==> src/rtl/dma_pkg.sv <==
// Shared constants, FSM state type and helpers for the line-copy DMA controller.
// Contents:
//   WORD_SIZE, LINE_WORDS, NUM_LINES, ADDR_WIDTH, OFFSET_WIDTH, LINE_WIDTH
//   OFFSET_IDLE   device offset value driven whenever no line is being loaded
//   dma_state_e   controller states (REL only reachable with DMA_CYCLE_STEAL_EN)
//   clamp_len()   limits a requested line count to what the device holds
package dma_pkg;

  localparam int unsigned WORD_SIZE    = 16;
  localparam int unsigned LINE_WORDS   = 4;
  localparam int unsigned NUM_LINES    = 3;
  localparam int unsigned ADDR_WIDTH   = 16;
  localparam int unsigned OFFSET_WIDTH = 2;
  localparam int unsigned LINE_WIDTH   = LINE_WORDS * WORD_SIZE;

  localparam logic [OFFSET_WIDTH-1:0] OFFSET_IDLE = 2'b11;

  typedef enum logic [2:0] {
    StIdle,
    StReq,
    StSel,
    StCap,
    StWr,
    StRel,
    StDone
  } dma_state_e;

  function automatic logic [OFFSET_WIDTH-1:0] clamp_len(input logic [OFFSET_WIDTH-1:0] len);
    if ({{(32 - OFFSET_WIDTH){1'b0}}, len} > NUM_LINES) begin
      return OFFSET_WIDTH'(NUM_LINES);
    end
    return len;
  endfunction

endpackage

==> src/rtl/dma_addr_gen.sv <==
// Line counter and destination address generator.
// Ports:
//   clk, reset_n  clock and async active-low reset
//   load          capture load_addr/load_len, clear line counter
//   step          advance to next line: addr += LINE_WORDS, line++
//   load_addr     destination word address of line 0
//   load_len      number of lines in this transfer (already clamped)
//   addr          current line's memory word address (wraps mod 2^ADDR_WIDTH)
//   line          current line index (device offset)
//   line_next     line + 1
//   last          current line is the final one of the transfer
module dma_addr_gen
  import dma_pkg::*;
(
  input  logic                    clk,
  input  logic                    reset_n,
  input  logic                    load,
  input  logic                    step,
  input  logic [ADDR_WIDTH-1:0]   load_addr,
  input  logic [OFFSET_WIDTH-1:0] load_len,
  output logic [ADDR_WIDTH-1:0]   addr,
  output logic [OFFSET_WIDTH-1:0] line,
  output logic [OFFSET_WIDTH-1:0] line_next,
  output logic                    last
);

  logic [OFFSET_WIDTH-1:0] len_q;

  always_ff @(posedge clk or negedge reset_n) begin
    if (!reset_n) begin
      addr  <= '0;
      line  <= '0;
      len_q <= '0;
    end else if (load) begin
      addr  <= load_addr;
      line  <= '0;
      len_q <= load_len;
    end else if (step) begin
      addr <= addr + ADDR_WIDTH'(LINE_WORDS);
      line <= line_next;
    end
  end

  assign line_next = line + OFFSET_WIDTH'(1);
  assign last      = (line_next == len_q);

endmodule

==> src/rtl/dma_controller.sv <==
// Line-copy DMA controller: takes a CPU command, arbitrates for the bus, selects
// each device line by offset, captures it and writes it to memory, then pulses
// dma_done once the last line has been acknowledged.
// Configuration macro: DMA_CYCLE_STEAL_EN
//   defined   - bus_request drops for one cycle (REL) after every non-final line
//   undefined - bus_request held from first request until DONE
// Ports:
//   clk, reset_n                  clock, async active-low reset
//   cmd_valid/cmd_addr/cmd_length CPU command; cmd_ready high only in IDLE
//   bus_request/bus_grant         BR/BG handshake with the CPU
//   offset/dev_data               device line select (2'b11 idle) and line data
//   mem_addr/mem_wdata/mem_write  line write to memory, held until mem_ack
//   mem_ack                       1-cycle write-complete pulse
//   dma_done                      1-cycle completion pulse
module dma_controller
  import dma_pkg::*;
(
  input  logic                    clk,
  input  logic                    reset_n,
  input  logic                    cmd_valid,
  input  logic [ADDR_WIDTH-1:0]   cmd_addr,
  input  logic [OFFSET_WIDTH-1:0] cmd_length,
  output logic                    cmd_ready,
  output logic                    bus_request,
  input  logic                    bus_grant,
  output logic [OFFSET_WIDTH-1:0] offset,
  input  logic [LINE_WIDTH-1:0]   dev_data,
  output logic [ADDR_WIDTH-1:0]   mem_addr,
  output logic [LINE_WIDTH-1:0]   mem_wdata,
  output logic                    mem_write,
  input  logic                    mem_ack,
  output logic                    dma_done
);

  dma_state_e              state_q;
  logic                    ag_load;
  logic                    ag_step;
  logic [OFFSET_WIDTH-1:0] len_clamped;
  logic [OFFSET_WIDTH-1:0] line;
  logic [OFFSET_WIDTH-1:0] line_next;
  logic                    last;

  assign len_clamped = clamp_len(cmd_length);
  assign ag_load     = (state_q == StIdle) && cmd_valid;
  assign ag_step     = (state_q == StWr) && mem_ack;

  dma_addr_gen u_addr_gen (
    .clk       (clk),
    .reset_n   (reset_n),
    .load      (ag_load),
    .step      (ag_step),
    .load_addr (cmd_addr),
    .load_len  (len_clamped),
    .addr      (mem_addr),
    .line      (line),
    .line_next (line_next),
    .last      (last)
  );

  // All outputs are registered and updated on the transition into the state
  // that owns them, so each output reflects the current state without glue.
  always_ff @(posedge clk or negedge reset_n) begin
    if (!reset_n) begin
      state_q     <= StIdle;
      cmd_ready   <= 1'b1;
      bus_request <= 1'b0;
      offset      <= OFFSET_IDLE;
      mem_wdata   <= '0;
      mem_write   <= 1'b0;
      dma_done    <= 1'b0;
    end else begin
      dma_done <= 1'b0;
      case (state_q)
        StIdle: begin
          if (cmd_valid) begin
            cmd_ready <= 1'b0;
            if (len_clamped == '0) begin
              state_q  <= StDone;
              dma_done <= 1'b1;
            end else begin
              state_q     <= StReq;
              bus_request <= 1'b1;
            end
          end
        end
        StReq: begin
          if (bus_grant) begin
            state_q <= StSel;
            offset  <= line;
          end
        end
        // Device output settles one cycle after offset changes.
        StSel: state_q <= StCap;
        StCap: begin
          mem_wdata <= dev_data;
          mem_write <= 1'b1;
          offset    <= OFFSET_IDLE;
          state_q   <= StWr;
        end
        // Grant is deliberately not checked until the line has been written.
        StWr: begin
          if (mem_ack) begin
            mem_write <= 1'b0;
            if (last) begin
              state_q     <= StDone;
              bus_request <= 1'b0;
              dma_done    <= 1'b1;
            end else begin
`ifdef DMA_CYCLE_STEAL_EN
              state_q     <= StRel;
              bus_request <= 1'b0;
`else
              if (!bus_grant) begin
                state_q <= StReq;
              end else begin
                state_q <= StSel;
                offset  <= line_next;
              end
`endif
            end
          end
        end
`ifdef DMA_CYCLE_STEAL_EN
        StRel: begin
          state_q     <= StReq;
          bus_request <= 1'b1;
        end
`endif
        StDone: begin
          state_q   <= StIdle;
          cmd_ready <= 1'b1;
        end
        default: begin
          state_q     <= StIdle;
          cmd_ready   <= 1'b1;
          bus_request <= 1'b0;
          offset      <= OFFSET_IDLE;
          mem_write   <= 1'b0;
        end
      endcase
    end
  end

endmodule

==> config.mk <==
export PLATFORM = sky130hd
export DESIGN_NAME = dma_controller
export DESIGN_NICKNAME = d
export VERILOG_FILES = /design/src/rtl/dma_pkg.sv /design/src/rtl/dma_addr_gen.sv /design/src/rtl/dma_controller.sv
export SDC_FILE = /design/constraint.sdc
export NUM_CORES = 1
export LEC_CHECK = 0
export ABC_AREA = 0
export BUFFER_PORTS_ARGS = -buffer_cell sky130_fd_sc_hd__buf_2
export CORE_ASPECT_RATIO = 0.9
export CORE_UTILIZATION = 51
export CTS_CLUSTER_DIAMETER = 80
export DETAILED_ROUTE_END_ITERATION = 6
export GPL_TIMING_DRIVEN = 0
export HOLD_SLACK_MARGIN = 0.02
export MAX_ROUTING_LAYER = met4
export PLACE_DENSITY = 0.86
export SLEW_MARGIN = 10
export SYNTH_ARGS = -nofsm -noshare
export SYNTH_HDL_FRONTEND = slang
export SYNTH_SLANG_ARGS = --single-unit
==> constraint.sdc <==
create_clock -name clk -period 3.7 [get_ports clk]
set_clock_uncertainty 0.2 [all_clocks]
set_input_delay 0.74 -clock clk [delete_from_list [all_inputs] [get_ports clk]]
set_output_delay 0.74 -clock clk [all_outputs]
set_load 0.01 [all_outputs]
Word level (Yosys, flattened, before mapping) --
Index checks and enable logic that the tools add are counted.
Storage, ports and cells: memory bits (read-only) 0, output and inout bits 86, input bits 87, latch bits 0, RAM bits 0, memories 0, logic and storage cells 73, bits in registers 93
Operators by class: multiplexer cells 30, bitwise operators 4, div/mod/pow operators 0, add/subtract/negate cells 2, reduce and logical (&&, ||, !) cells 14, order comparisons 0, multiply operators 0, equal/unequal tests 13, shift operators 0
Operator list (count):
- two-way mux 16 bit | 2
- adder 16 x 3 -> 16 bit (second input constant) | 1
- two-way mux 3 bit | 5
- case mux 3 bit (5 select lines) | 1
- two-way mux 2 bit | 7
- != test 2 bit (second input constant) | 7
- OR reduction 4 bit | 3
- two-way mux 1 bit | 10
- AND reduction 5 bit | 2
- equality test 3 x 2 -> 1 bit (second input constant) | 2
- equality test 3 bit (second input constant) | 2
- case mux 1 bit (3 select lines) | 2
- case mux 2 bit (3 select lines) | 1
- NOT 1 bit | 4
- case mux 1 bit (2 select lines) | 2
- AND reduction 2 bit | 2
- equality test 3 x 1 -> 1 bit (second input constant) | 1
- zero test 3 bit | 1
- AND reduction 3 bit | 1
- OR reduction 3 bit | 1
- adder 2 x 1 -> 2 bit (second input constant) | 1
- equality test 2 bit | 1
- logical AND 1 bit | 2
- zero test 2 bit | 1
- nonzero test 2 bit | 1

Logic depth before layout (Yosys ltp) --
depth after elaboration 5, depth in mapped cells 6, mapped depth without buffers 5

Hierarchy --
Synthesis repeated with hierarchy kept, for this count alone.
Second synthesis, totals: cell total of the unflattened synthesis 293, area, all modules 3978.8 um^2
Modules (own cells, without submodules):
- dma_controller | times used 1, area each 2910.3 um^2, cells each 191, sequential area each 1830.5 um^2
- dma_addr_gen | times used 1, area each 1068.5 um^2, cells each 102, sequential area each 500.5 um^2

Worst setup path after synthesis --
OpenSTA, ideal clock, no wires.
kind input to register, start input cmd_valid, end register u_addr_gen.addr[2], data arrival time 1744 ps, slack 1630 ps, cell stages on the path 6, path buffers 2, setup time 126 ps, required time 3374 ps, cells stage by stage or3b_1 > or2_1 > clkbuf_2 > buf_2 > nor2_1 > a21oi_1
Between the ends: longest elaborated chain between the ends 2, elaborated cells on any way between the ends 3, classes of those cells mux (1); reduce/logical (2)
RTL lines:
- from (decl) | RTL line dma_controller.sv:20 | input logic cmd_valid,
- logical AND 1 bit * | RTL line dma_controller.sv:44 | assign ag_load = (state_q == StIdle) && cmd_valid;
- two-way mux 16 bit / nonzero test 2 bit (equally long branches)
- to (signal assigned) | RTL line dma_addr_gen.sv:35 | addr <= load_addr;
- to (signal assigned) | RTL line dma_addr_gen.sv:39 | addr <= addr + ADDR_WIDTH'(LINE_WORDS);
- to (decl) | RTL line dma_addr_gen.sv:21 | output logic [ADDR_WIDTH-1:0] addr,
Mark *: on every way between the ends. The rest lies on a longest branch, timed or not. A chain may end at the register's enable or synchronous reset.

Final worst setup path --
start register u_addr_gen.line[1], end register offset[1]
Between the ends: longest elaborated chain between the ends 5, elaborated cells on any way between the ends 9, classes of those cells add/sub (1); eq/ne (2); mux (5); reduce/logical (1)
RTL lines:
- from (decl) | RTL line dma_addr_gen.sv:22 | output logic [OFFSET_WIDTH-1:0] line,
- from (signal assigned) | RTL line dma_addr_gen.sv:40 | line <= line_next;
- adder 2 x 1 -> 2 bit | RTL line dma_addr_gen.sv:44 | assign line_next = line + OFFSET_WIDTH'(1);
- two-way mux 2 bit | RTL line dma_controller.sv:113 | if (!bus_grant) begin
- two-way mux 2 bit | RTL line dma_controller.sv:104 | if (last) begin
- two-way mux 2 bit | RTL line dma_controller.sv:102 | if (mem_ack) begin
- case mux 2 bit (3 select lines) | RTL line dma_controller.sv:73 | case (state_q)
- to (signal assigned) | RTL line dma_controller.sv:89 | offset <= line;
- to (signal assigned) | RTL line dma_controller.sv:117 | offset <= line_next;
- to (decl) | RTL line dma_controller.sv:26 | output logic [OFFSET_WIDTH-1:0] offset,
Several ways; a longest one is shown, not always the timed one. The select of a mux whose other input is x is not followed.

==> flow_metrics.env <==
export IMPL_outcome="complete, no violations"
export IMPL_p_seq_share_pct=42.2
export IMPL_hold_path_class="input pin to async pin"
export IMPL_fin_ws_ns=1.63
export IMPL_wirelength_um=9190
export IMPL_ir_drop_mv=0.468
export IMPL_synth_seq_cells=93
export IMPL_setup_viol_count_final=0
export IMPL_hold_violations=0
export IMPL_r2r_cells=4
export IMPL_r2r_end="offset[1]"
export IMPL_cts_tree="done"
export IMPL_p_per_area_nw_per_um2=852
export IMPL_placed_area_sq_um=4990
export IMPL_min_period_ns=2.07
export IMPL_slew_violations=0
export IMPL_crit_buf_inv=0
export IMPL_synth_ff_type="dfrtp_1"
export IMPL_io_pins=173
export IMPL_grt_overflow_total=0
export IMPL_gp_congestion=0.889
export IMPL_numCtsBuffers=9
export IMPL_dr_pass1_iters=4
export IMPL_power_internal_w=0.00280
export IMPL_finalCritPeriodShare_pct=55.8
export IMPL_grt_pass1_vias=3071
export IMPL_cp_required_ns=3.78
export IMPL_die_area_sq_um=8180
export IMPL_drcViolationCount=0
export IMPL_cts_root_buf="clkbuf_8"
export IMPL_grt_max_degree=55
export IMPL_switching_share_pct=36.8
export IMPL_clkSlewWorstSetupHoldPaths_ns=0.09
export IMPL_combPwrFrac_pct=42.1
export IMPL_crit_path_end_kind="register"
export IMPL_p_leak_nw=2.52
export IMPL_design_core_area_sq_um=7540
export IMPL_r2r_start="u_addr_gen.line[1]"
export IMPL_crit_cells=4
export IMPL_wl_per_cell_um=15.4
export IMPL_worstSetupPathType="register to register"
export IMPL_fillers=589
export IMPL_crit_chain="xnor2_1, mux2i_1, a41o_1, mux2_2"
export IMPL_drive_above_1_share_pct=56.1
export IMPL_cap_viol_max_count=0
export IMPL_fin_setup_tns_ns=0
export IMPL_crit_arrival_ns=2.15
export IMPL_synth_area_sq_um=3990
export IMPL_first_iter_violations=173
export IMPL_die_w_um=95.2
export IMPL_startpoint_type="register"
export IMPL_final_area_sq_um=5200
export IMPL_worstSkewPairLatency_ns=0.35
export IMPL_worst_pin_slew_ns=0.688
export IMPL_cts_sinks=93
export IMPL_cts_setup_buffers=0
export IMPL_place_hpwl_um=6910
export IMPL_layout_commonest_cell="buf_2"
export IMPL_mostFrequentLayoutCells="buf_2 (184), dfrtp_1 (90), mux2_2 (65)"
export IMPL_ys_seq_area_share_pct=58.5
export IMPL_fin_cells=595
export IMPL_pre_cts_slack_ns=1.37
export IMPL_synth_edf_count=0
export IMPL_area_delta_synth_final_pct=30.4
export IMPL_initial_utilization_pct=52.9
export IMPL_vias=3113
export IMPL_io_buffers=172
export IMPL_h_tree_depth=3
export IMPL_syn_nets=398
export IMPL_ctsResizeCount=0
export IMPL_nNetsFinal=582
export IMPL_critPathMaxStageDelay_ns=0.52
export IMPL_async_reset_ff_share_pct=100
export IMPL_track_usage_pct=24.0
export IMPL_netlist_instances=310
export IMPL_critPathTopFamily="multiplexers"
export IMPL_rsz0062_at_grt="false"
export IMPL_ff2ff_setup_slack_ns=1.63
export IMPL_viasPerCell=5.23
export IMPL_slew_headroom_pct=54.2
export IMPL_dpl_cell_count=579
export IMPL_grt_pass1_wl_um=14500
export IMPL_row_count=30
export IMPL_worstPathMaxFanout=6
export IMPL_antenna_found_initial=0
export IMPL_timing_fmax_mhz=484
export IMPL_diodes=0
export IMPL_final_util_pct=68.9
export IMPL_p_switching_w=0.00163
export IMPL_ctsHoldBuffers=0
export IMPL_crit_path_top_delay_cell="mux2i_1"
export IMPL_syn_mean_instance_area_sq_um=12.9
export IMPL_ant_nets=0
export IMPL_die_height_um=85.9
export IMPL_synth_warnings=0
export IMPL_synth_distinct_cells=49
export IMPL_ctsLongestPathBuffers=2
export IMPL_clkPwrFrac_pct=15.6
## layer usage
metal | share of wire (%) | vias up | global-route usage, %
li1 | - | 1459 | -
met1 | 40 | 1511 | 29.5
met2 | 53 | 139 | 38.8
met3 | 7.0 | 4 | 5.85
met4 | 0.57 | 0 | 7.99
met5 | 0 | - | -
## area by class of cell
type | count | area (sq um) | share of cell area [%]
Timing Repair Buffer | 173 | 883 | 17.0
Buffer | 16 | 77.6 | 1.49
Multi-Input combinational cell | 195 | 1560 | 29.9
Tap cell | 96 | 120 | 2.31
Clock inverter | 6 | 70.1 | 1.35
Sequential cell | 93 | 2330 | 44.8
Inverter | 6 | 22.5 | 0.433
Clock buffer | 10 | 138 | 2.65
## worst max-delay path by stage
stage / start / slack [ns] / to
4_1_cts: u_addr_gen.line[1] / 1.64 / offset[1]
3_5_place_dp: cmd_valid / 1.37 / u_addr_gen.addr[0]
5_1_grt: u_addr_gen.line[0] / 1.51 / offset[1]
3_3_place_gp: reset_n / 0.87 / mem_wdata[53]
6_report: u_addr_gen.line[1] / 1.63 / offset[1]
2_1_floorplan: cmd_valid / 1.63 / u_addr_gen.addr[2]
## power groups by stage
stage,Clock [W],Combinational [W],Sequential [W]
CTS,0.000715,0.00189,0.00186
finish,0.000693,0.00187,0.00187
global route,0.000753,0.00206,0.00194
global placement,0,0.00181,0.00184
detailed placement,0,0.00189,0.00188
floorplan,0,0.000910,0.00207
## state kept, by name, indices dropped and copies added, names as in the netlist
register,count
mem_wdata,64
u_addr_gen.addr,16
state_q,3
offset,2
u_addr_gen.len_q,2
u_addr_gen.line,2
bus_request,1
cmd_ready,1
dma_done,1
mem_write,1
## cell families after synthesis
logic type	count (synthesis)	synth area share [%]
DFF	93	58.5
and+or+nand+nor	74	10.7
muxes	68	19.1
AOI/OAI and AO/OA	40	6.24
buffers and inverters	22	2.51
xor gates and xnor gates	12	2.64
adders and majority gates	1	0.314
## synth_stat cells (2+ instances only)
cell type | count | share of area (%)
nand4_1 | 5 | 0.78
xor2_1 | 7 | 1.5
mux2i_1 | 3 | 0.75
o21ai_1 | 5 | 0.63
o21ai_0 | 8 | 1.0
clkbuf_1 | 2 | 0.19
mux2_2 | 65 | 18
a21oi_1 | 9 | 1.1
inv_1 | 6 | 0.56
nor4_1 | 2 | 0.31
nor2b_1 | 3 | 0.47
o22ai_1 | 2 | 0.31
nand2_1 | 28 | 2.6
buf_2 | 13 | 1.6
or4b_1 | 2 | 0.50
and3_1 | 2 | 0.31
xnor2_1 | 5 | 1.1
a31oi_1 | 5 | 0.78
nor2_1 | 12 | 1.1
nand3_1 | 5 | 0.63
dfrtp_1 | 90 | 56
dfstp_2 | 3 | 2.0
nor3_1 | 2 | 0.25
## through the flow
step / total power, W / hold WS (ns)
floorplan: 0.00298 / 0.244
detailed placement: 0.00377 / 0.261
global placement: 0.00365 / 0.260
finish: 0.00443 / 0.231
CTS: 0.00447 / 0.231
global route: 0.00475 / 0.263
No activity file was read; power rests on OpenSTA's default activity.
